--- src/rtl/fp_addsub_pipe.sv ---
// fp_addsub_pipe: pipelined IEEE-754 style add/sub with round-to-nearest-even, fixed latency 4.
// Denormal inputs are flushed to zero; results too small to normalise flush to zero with underflow.
module fp_addsub_pipe #(
    parameter int EXP_W = 8,
    parameter int MAN_W = 23,
    localparam int W = 1 + EXP_W + MAN_W
) (
    input  logic         clk,
    input  logic         rst,
    input  logic         add_start,
    input  logic         mode,
    input  logic [W-1:0] op1,
    input  logic [W-1:0] op2,
    output logic [W-1:0] add_result,
    output logic         add_done,
    output logic         add_overflow,
    output logic         add_underflow,
    output logic         add_invalid
);
    localparam int SW = MAN_W + 4;
    localparam int LW = $clog2(SW + 1);
    localparam int XW = EXP_W + 2;
    localparam logic [EXP_W-1:0] EMAX = '1;

    typedef struct packed {
        logic             v;
        logic             sp;
        logic             inv;
        logic             zs;
        logic             s;
        logic [W-1:0]     spw;
        logic [EXP_W-1:0] e;
    } meta_t;

    logic             v0_q, mode_q;
    logic [W-1:0]     op1_q, op2_q;
    meta_t            m1_d, m1_q, m2_q, m3_q;
    logic [EXP_W-1:0] d1_d, d1_q;
    logic [SW-1:0]    a1_d, b1_d, a1_q, b1_q, a2_q, b2_d, b2_q;
    logic             sub1_d, sub1_q, sub2_q;
    logic [SW:0]      sum3_d, sum3_q;
    logic [LW-1:0]    lz3_d, lz3_q;
    logic [W-1:0]     res_d;
    logic             ovf_d, unf_d, inv_d;

    logic             sa, sb, za, zb, ia, ib, nan, swap;
    logic [EXP_W-1:0] ea, eb;
    logic [SW-1:0]    ga, gb;

    always_comb begin
        sa = op1_q[W-1];
        sb = op2_q[W-1] ^ mode_q;
        za = op1_q[W-2:MAN_W] == '0;
        zb = op2_q[W-2:MAN_W] == '0;
        ea = za ? '0 : op1_q[W-2:MAN_W];
        eb = zb ? '0 : op2_q[W-2:MAN_W];
        ia = op1_q[W-2:0] == {EMAX, {MAN_W{1'b0}}};
        ib = op2_q[W-2:0] == {EMAX, {MAN_W{1'b0}}};
        nan = (op1_q[W-2:MAN_W] == EMAX && !ia) || (op2_q[W-2:MAN_W] == EMAX && !ib) || (ia && ib && sa != sb);
        ga = za ? '0 : {1'b1, op1_q[MAN_W-1:0], 3'b000};
        gb = zb ? '0 : {1'b1, op2_q[MAN_W-1:0], 3'b000};
        swap = {eb, gb} > {ea, ga};
        a1_d = swap ? gb : ga;
        b1_d = swap ? ga : gb;
        d1_d = swap ? eb - ea : ea - eb;
        sub1_d = sa ^ sb;
        m1_d.v = v0_q;
        m1_d.sp = nan || ia || ib;
        m1_d.inv = nan;
        m1_d.zs = sa & sb;
        m1_d.s = swap ? sb : sa;
        m1_d.e = swap ? eb : ea;
        m1_d.spw = nan ? {1'b0, EMAX, 1'b1, {(MAN_W-1){1'b0}}} : {ia ? sa : sb, EMAX, {MAN_W{1'b0}}};
    end

    logic [2*SW-1:0] ext;

    always_comb begin
        ext = {b1_q, {SW{1'b0}}} >> d1_q;
        b2_d = 32'(d1_q) >= MAN_W + 3 ? {{(SW-1){1'b0}}, |b1_q} : {ext[2*SW-1:SW+1], ext[SW] | (|ext[SW-1:0])};
    end

    always_comb begin
        sum3_d = sub2_q ? {1'b0, a2_q} - {1'b0, b2_q} : {1'b0, a2_q} + {1'b0, b2_q};
        lz3_d = LW'(SW);
        for (int i = 0; i < SW; i++) lz3_d = sum3_d[i] ? LW'(SW - 1 - i) : lz3_d;
    end

    logic          carry, up, zero, unf, ovf;
    logic [SW-1:0] nm;
    logic [MAN_W:0] rm;
    logic [XW-1:0] en, ef;

    // nm keeps hidden bit at SW-1 and G,R,S in the low three bits; ef carries a sign bit
    always_comb begin
        carry = sum3_q[SW];
        nm = carry ? {sum3_q[SW:2], sum3_q[1] | sum3_q[0]} : sum3_q[SW-1:0] << lz3_q;
        en = {2'b00, m3_q.e} + (carry ? XW'(1) : -XW'(lz3_q));
        up = nm[2] & (nm[1] | nm[0] | nm[3]);
        rm = {1'b0, nm[SW-2:3]} + (MAN_W+1)'(up);
        ef = en + XW'(rm[MAN_W]);
        zero = !nm[SW-1];
        unf = !zero && (ef[XW-1] || ef == '0);
        ovf = !zero && !unf && ef[EXP_W:0] >= {1'b0, EMAX};
        inv_d = m3_q.inv;
        ovf_d = !m3_q.sp && ovf;
        unf_d = !m3_q.sp && unf;
        res_d = m3_q.sp ? m3_q.spw :
                zero    ? {m3_q.zs, {(W-1){1'b0}}} :
                ovf     ? {m3_q.s, EMAX, {MAN_W{1'b0}}} :
                unf     ? {m3_q.s, {(W-1){1'b0}}} :
                          {m3_q.s, ef[EXP_W-1:0], rm[MAN_W-1:0]};
    end

    always_ff @(posedge clk or posedge rst) begin
        if (rst) begin
            v0_q          <= 1'b0;
            mode_q        <= 1'b0;
            op1_q         <= '0;
            op2_q         <= '0;
            m1_q          <= '0;
            m2_q          <= '0;
            m3_q          <= '0;
            d1_q          <= '0;
            a1_q          <= '0;
            b1_q          <= '0;
            a2_q          <= '0;
            b2_q          <= '0;
            sub1_q        <= 1'b0;
            sub2_q        <= 1'b0;
            sum3_q        <= '0;
            lz3_q         <= '0;
            add_result    <= '0;
            add_done      <= 1'b0;
            add_overflow  <= 1'b0;
            add_underflow <= 1'b0;
            add_invalid   <= 1'b0;
        end else begin
            v0_q          <= add_start;
            mode_q        <= add_start ? mode : mode_q;
            op1_q         <= add_start ? op1 : op1_q;
            op2_q         <= add_start ? op2 : op2_q;
            m1_q          <= m1_d;
            d1_q          <= d1_d;
            a1_q          <= a1_d;
            b1_q          <= b1_d;
            sub1_q        <= sub1_d;
            m2_q          <= m1_q;
            a2_q          <= a1_q;
            b2_q          <= b2_d;
            sub2_q        <= sub1_q;
            m3_q          <= m2_q;
            sum3_q        <= sum3_d;
            lz3_q         <= lz3_d;
            add_done      <= m3_q.v;
            add_result    <= m3_q.v ? res_d : add_result;
            add_overflow  <= m3_q.v && ovf_d;
            add_underflow <= m3_q.v && unf_d;
            add_invalid   <= m3_q.v && inv_d;
        end
    end
endmodule

--- config.mk ---
export PLATFORM = sky130hd
export DESIGN_NAME = fp_addsub_pipe
export DESIGN_NICKNAME = d
export VERILOG_FILES = /design/src/rtl/fp_addsub_pipe.sv
export SDC_FILE = /design/constraint.sdc
export NUM_CORES = 1
export LEC_CHECK = 0
export CAP_MARGIN = 5
export CELL_PAD_IN_SITES_DETAIL_PLACEMENT = 2
export CELL_PAD_IN_SITES_GLOBAL_PLACEMENT = 2
export CORE_UTILIZATION = 25
export CTS_BUF_LIST = sky130_fd_sc_hd__clkbuf_8 sky130_fd_sc_hd__clkbuf_16
export DETAILED_ROUTE_END_ITERATION = 6
export GPL_TIMING_DRIVEN = 0
export PLACE_DENSITY_LB_ADDON = 0.1
export SYNTH_ARGS = -nofsm -noshare
export SYNTH_HDL_FRONTEND = slang
export SYNTH_SLANG_ARGS = --single-unit
--- constraint.sdc ---
create_clock -name clk -period 27.2 [get_ports clk]
set_input_delay 5.44 -clock clk [delete_from_list [all_inputs] [get_ports clk]]
set_output_delay 5.44 -clock clk [all_outputs]
set_load 0.01 [all_outputs]
Word level (Yosys, flattened, before mapping)
Cells that the tools add are included.
Cells by class
  mux-type cells: 46
  equal/unequal tests: 5
  reductions and logical operators: 26
  add/subtract/negate cells: 8
  shifts and indexed selects: 2
  magnitude comparators: 3
  bitwise operators: 8
Operators by type and width (count)
  27-bit two-way mux: 6
  32-bit two-way mux: 3
  5-bit two-way mux: 16
  31-bit == test (second input constant): 2
  31-bit two-way mux: 2
  27-bit OR reduction: 2
  54-bit by 8-bit right shift with 54-bit output: 1
  35-bit greater-than comparator: 1
  4-bit two-way mux: 8
  8-bit two-way mux: 4
  27-bit by 27-bit adder with 28-bit output: 1
  28-bit two-way mux: 1
  27-bit by 27-bit subtractor with 28-bit output: 1
  27-bit by 5-bit left shift with 27-bit output: 1
  23-bit by 1-bit adder with 24-bit output: 1
  8-bit == test (second input constant): 2
  8-bit logical NOT: 2
  8-bit subtractor: 2
  1-bit logical AND: 12
  10-bit by 1-bit adder with 10-bit output: 1
  8-bit by 10-bit adder with 10-bit output: 1
  10-bit logical NOT: 1
  10-bit two-way mux: 1
  5-bit negator with 10-bit output: 1
  10 further kinds: 25
Storage, ports and cells
  input port bits: 68
  word-level logic and storage cells: 137
  flip-flop bits (word level): 388
  output and inout bits: 36

Depth between registers and ports, before layout
  depth in word-level cells: 29
  mapped depth: 31
  gate-level depth less buffers: 24

Worst setup path before layout
No wires, ideal clock.
  path type: input to register
  start point: input add_start
  end point: register mode_q
  setup time: 0.125 ns
  data arrival time: 6.356 ns
  required time: 27.075 ns
  slack: 20.720 ns
  buffers on the path: 2
  stages on the path: 3
  cell sequence: clkbuf_1 > clkbuf_1 > mux2_2
RTL lines
  start: declaration: RTL line 10  | input logic add_start,
  end signal: assignment: RTL line 140  | mode_q <= add_start ? mode : mode_q;
  end: declaration: RTL line 35  | logic v0_q, mode_q;
No word-level cell between the ends.

Final worst setup path
  start point: register sum3_q[27]
  end point: register add_result[29]
On the way
  cells in the longest elaborated chain, start to end: 15
  elaborated cells on any way between the ends: 19
  those cells by class: add/sub: 3; order compare: 1; mux: 6; bitwise: 3; reduce/logical: 6
Ends and longest elaborated chain
  start: declaration: RTL line 41  | logic [SW:0] sum3_d, sum3_q;
  start signal: assignment: RTL line 153  | sum3_q <= sum3_d;
  parallel branches: the longest is 13 deep, another holds 23-bit by 1-bit adder with 24-bit output
  32-bit two-way mux *: RTL line 109  | zero ? {m3_q.zs, {(W-1){1'b0}}} :
  32-bit two-way mux *: RTL line 108  | res_d = m3_q.sp ? m3_q.spw :
  end signal: assignment: RTL line 156  | add_result <= m3_q.v ? res_d : add_result;
  end: declaration: RTL line 14  | output logic [W-1:0] add_result,
Every way passes the cells marked *.
A chain may end at the register's enable or synchronous reset.

==> impl_metrics.csv <==
group,metric,value,unit
clock_tree,cts-root-buf,"clkbuf_16",
floorplanning,die_x,266,um
setup_path,worst-endpoint-required,27670,ps
hold_path,hp-start,"m2_q[39]",
clock_tree,cts-resized-gates,0,
logic_synthesis,ys_types,97,
logic_synthesis,ys_warn_count,0,
grt,grt_pass1_wl,95700,um
clock_tree,cts_tree,"yes",
logic_synthesis,synth_xor_area_share,4.02,%
setup_path,endpoint_kind,"register",
logic_synthesis,synth_adder_area_share,6.05,%
detailed_routing,drt_iter0_drc,503,
floorplanning,rows,96,
grt,grtUsageMet3,2.16,%
detailed_routing,wl_per_cell,21.3,um
logic_synthesis,synth_simple_gate_area_share,15.2,%
detailed_routing,drt-vias-per-instance,4.87,
finish,register_area,7230,sq um
logic_synthesis,yosysSeqAreaShare,41.4,%
placement,gp_congestion,0.878,
grt,antenna_found_initial,4,
logic_synthesis,synthCells,1779,
finish,fillers,7546,
setup_path,rr_startpoint,"sum3_q[27]",
setup_path,reg2reg_to,"add_result[29]",
timing,fin_worst_skew,29.8,ps
run_status,status,"finished clean",
finish,syn_to_final_growth,19.9,%
clock_tree,worstSkewPairLatency,570,ps
timing,rsz0062_at_grt,"no",
detailed_routing,drtPass1Iterations,5,
setup_path,start_kind,"register",
clock_tree,cts_max_path_buffers,3,
setup_path,crit_buf_inv,6,
clock_tree,cts_setup_buffers,0,
clock_tree,cts_buffers,38,
grt,gr-max-usage-layer,"met2",
hold_path,holdCritPathClass,"reg -> reg",
floorplanning,start_util,25.4,%
logic_synthesis,syn-num-nets,1929,
finish,multi_input_area,9230,sq um
logic_synthesis,synth-async-reset-ratio,100,%
job,drv_cap,0,
grt,grtUsageTotal,17.5,%
power,p_leak,8.74,nW
setup_path,cp_top_family,"simple AND/OR/NAND/NOR gates",
clock_tree,hold_buffers,0,
floorplanning,die_area,70900,sq um
setup_path,cp_slowest_cell,"nor4b_1",
detailed_routing,vias,14000,
timing,min_period,7450,ps
setup_path,reg2reg_depth,25,
timing,slew_violations,0,
floorplanning,die_y,266,um
floorplanning,ios,104,
hold_path,whs_path_depth,0,
grt,overflow,0,
timing,slew_headroom,15.9,%
timing,hold_viol_final,0,
setup_path,cpMostUsedCell,"a21oi_1",
clock_tree,h-tree-depth,2,
power,powerDensity,117,nW/um^2
placement,port_buffers,103,
detailed_routing,routed_wl,61400,um
setup_path,reg2reg_slack,19750,ps
placement,post-place-ws,19690,ps
logic_synthesis,synth_top_family_by_area,"simple AND/OR/NAND/NOR gates",
logic_synthesis,synth_seq_cells,289,
finish,drive_above_1_share,10.5,%
setup_path,cpPeakStageDelay,1000,ps
finish,fin_nets,2074,
power,ir_worst_vdd,0.0425,mV
setup_path,crit_arrival,7920,ps
logic_synthesis,synth.mux.area_fraction,13.8,%
grt,grt_max_degree,117,
grt,use_met2,30.5,%
setup_path,path_class,"reg -> reg",
timing,finalSetupViolCount,0,
logic_synthesis,synth-edff-count,0,
placement,dp_hpwl,49700,um
timing,totalNegativeSetupSlack,0,ps
detailed_routing,drc,0,
logic_synthesis,synthFlopType,"dfrtp_1",
timing,period_share,27.4,%
timing,fmaxAchievable,134,MHz
timing,tightest_slew,1240,ps
grt,grt_pass1_vias,15700,
floorplanning,core,68800,sq um
detailed_routing,ant_nets,0,
finish,insertedDiodeCount,0,
clock_tree,cts_sinks,289,
logic_synthesis,syn_area,17500,sq um
timing,worst_slack,19750,ps
logic_synthesis,synth_compound_area_share,13.9,%
hold_path,hold_end,"m3_q[39]",
grt,met1_usage,22.8,%
logic_synthesis,syn_avg_cell_area,9.81,sq um
setup_path,crit_fanout,10,
clock_tree,clkTransAtPathRegs,60,ps
[worst register-to-register path: cells and delay by family (launching register included)]
| family | cells | cell delay (ps) |
|---|---|---|
| AOI/OAI and AO/OA | 10 | 1910 |
| xor gates and xnor gates | 1 | 280 |
| adders and majority gates | 2 | 670 |
| buffers and inverters | 6 | 1790 |
| DFF | 1 | 400 |
| and+or+nand+nor | 6 | 2340 |
[where the power goes]
group,switching [mW],internal (mW)
clock network,0.206,0.286
registers,0.100,0.531
logic,0.793,0.536
total,1.10,1.35
[state kept, by name (all words and copies together) (netlist names), 5 cells and up]
| register | flops |
|---|---|
| lz3_q | 5 |
| a1_q | 24 |
| a2_q | 24 |
| d1_q | 8 |
| add_result | 32 |
| sum3_q | 28 |
| op2_q | 32 |
| b2_q | 27 |
| op1_q | 32 |
| m3_q | 15 |
| m2_q | 15 |
| m1_q | 15 |
| b1_q | 24 |
[cell type report]
class / count / area share [%]
Inverter: 109 / 2.00
Tap cell: 931 / 5.57
Multi-Input combinational cell: 1268 / 44.1
Timing Repair Buffer: 105 / 5.19
Sequential cell: 289 / 34.6
Buffer: 113 / 2.77
Clock inverter: 22 / 0.825
Clock buffer: 45 / 5.00
[per-stage QoR]
step	instance area [sq um]	utilization, %	power (mW)	cells	hold WS, ps
6_report	20900	30.4	2.45	2882	343
5_1_grt	20900	30.4	2.63	2882	346
4_1_cts	20900	30.4	2.49	2882	342
3_5_place_dp	19700	28.6	1.98	2815	336
3_3_place_gp	19600	28.5	1.96	2813	331
2_1_floorplan	17500	-	1.52	1779	331
[worst max path at each step]
| stage | start | endpoint | slack (ps) | cells past startpoint |
|---|---|---|---|---|
| 4_1_cts | sum3_q[27] | add_result[23] | 19770 | 25 |
| 2_1_floorplan | rst | a1_q[10] | 13780 | 1 |
| 5_1_grt | sum3_q[27] | add_result[23] | 19170 | 25 |
| 6_report | sum3_q[27] | add_result[29] | 19750 | 25 |
| 3_3_place_gp | rst | a2_q[22] | 10070 | 2 |
| 3_5_place_dp | add_start | op2_q[21] | 19690 | 4 |
[cell usage in the layout, fill, tap and decap left out, drive strengths merged, types with 8 or more instances in the layout]
| cell | n |
|---|---|
| dfrtp | 289 |
| nand2 | 175 |
| nor2 | 134 |
| clkbuf | 132 |
| o21ai | 123 |
| inv | 114 |
| clkdlybuf4s50 | 103 |
| a21oi | 88 |
| ha | 78 |
| mux2 | 76 |
| mux2i | 60 |
| xnor2 | 58 |
| nor3 | 45 |
| mux4 | 38 |
| nand3 | 37 |
| nor4 | 37 |
| o22ai | 30 |
| buf | 28 |
| xor2 | 22 |
| nand4 | 22 |
| nor2b | 20 |
| a21o | 18 |
| nand2b | 16 |
| a31oi | 16 |
| clkinv | 14 |
| o21a | 13 |
| and2 | 12 |
| a211oi | 10 |
| a22oi | 10 |
| o221ai | 9 |
| or3 | 8 |
[cell usage after synthesis, types with 4 or more instances]
library cell    n  share of area [%]
o21ai_0       119                3.4
buf_2           7               0.20
nand2b_1       16               0.57
or4_1           4               0.17
o221ai_1        9               0.45
xor2_1         22                1.1
nand4_1        21               0.75
a31oi_1        15               0.54
and3_1          5               0.18
inv_1         107                2.3
mux2i_1        60                3.4
nor3b_1         5               0.22
o31ai_1         4               0.17
ha_1           78                5.6
dfrtp_1       289                 41
xnor2_1        58                2.9
a21oi_1        88                2.5
o41ai_1         4               0.20
and2_1         12               0.43
a211oi_1       10               0.43
mux2_2         76                4.9
clkbuf_1       80                1.7
nor3_1         45                1.3
a21boi_0        5               0.22
o211ai_1        6               0.26
nand2_1       174                3.7
nand3b_1        5               0.22
nor2_1        134                2.9
o22a_1          5               0.25
a21o_1         18               0.77
nor4_1         35                1.3
nor2b_1        20               0.72
a221oi_1        4               0.20
clkbuf_8        6               0.47
fa_1            4               0.46
a22oi_1        10               0.43
or3_1           6               0.22
mux4_2         14                1.8
o22ai_1        30                1.1
nand3_1        37                1.1
buf_1          12               0.26
mux4_1         23                3.5
o21a_1         13               0.56
[per-layer routing]
layer  share of wire, %  vias up
met3                2.7       70
met4                2.2        0
met2                 49      184
met1                 46     7138
li1                   -     6653
met5                  0        -
[cells by family (layout without fill, tap and decap cells)]
kind of cell,count (synthesis),count (layout)
other cells,1,1
mux,174,174
flops,289,289
fa+ha+maj,82,82
buf+inv,222,394
simple gates,546,546
xor+xnor,80,80
compound gates,385,385
(Power assumes the default switching activity.)
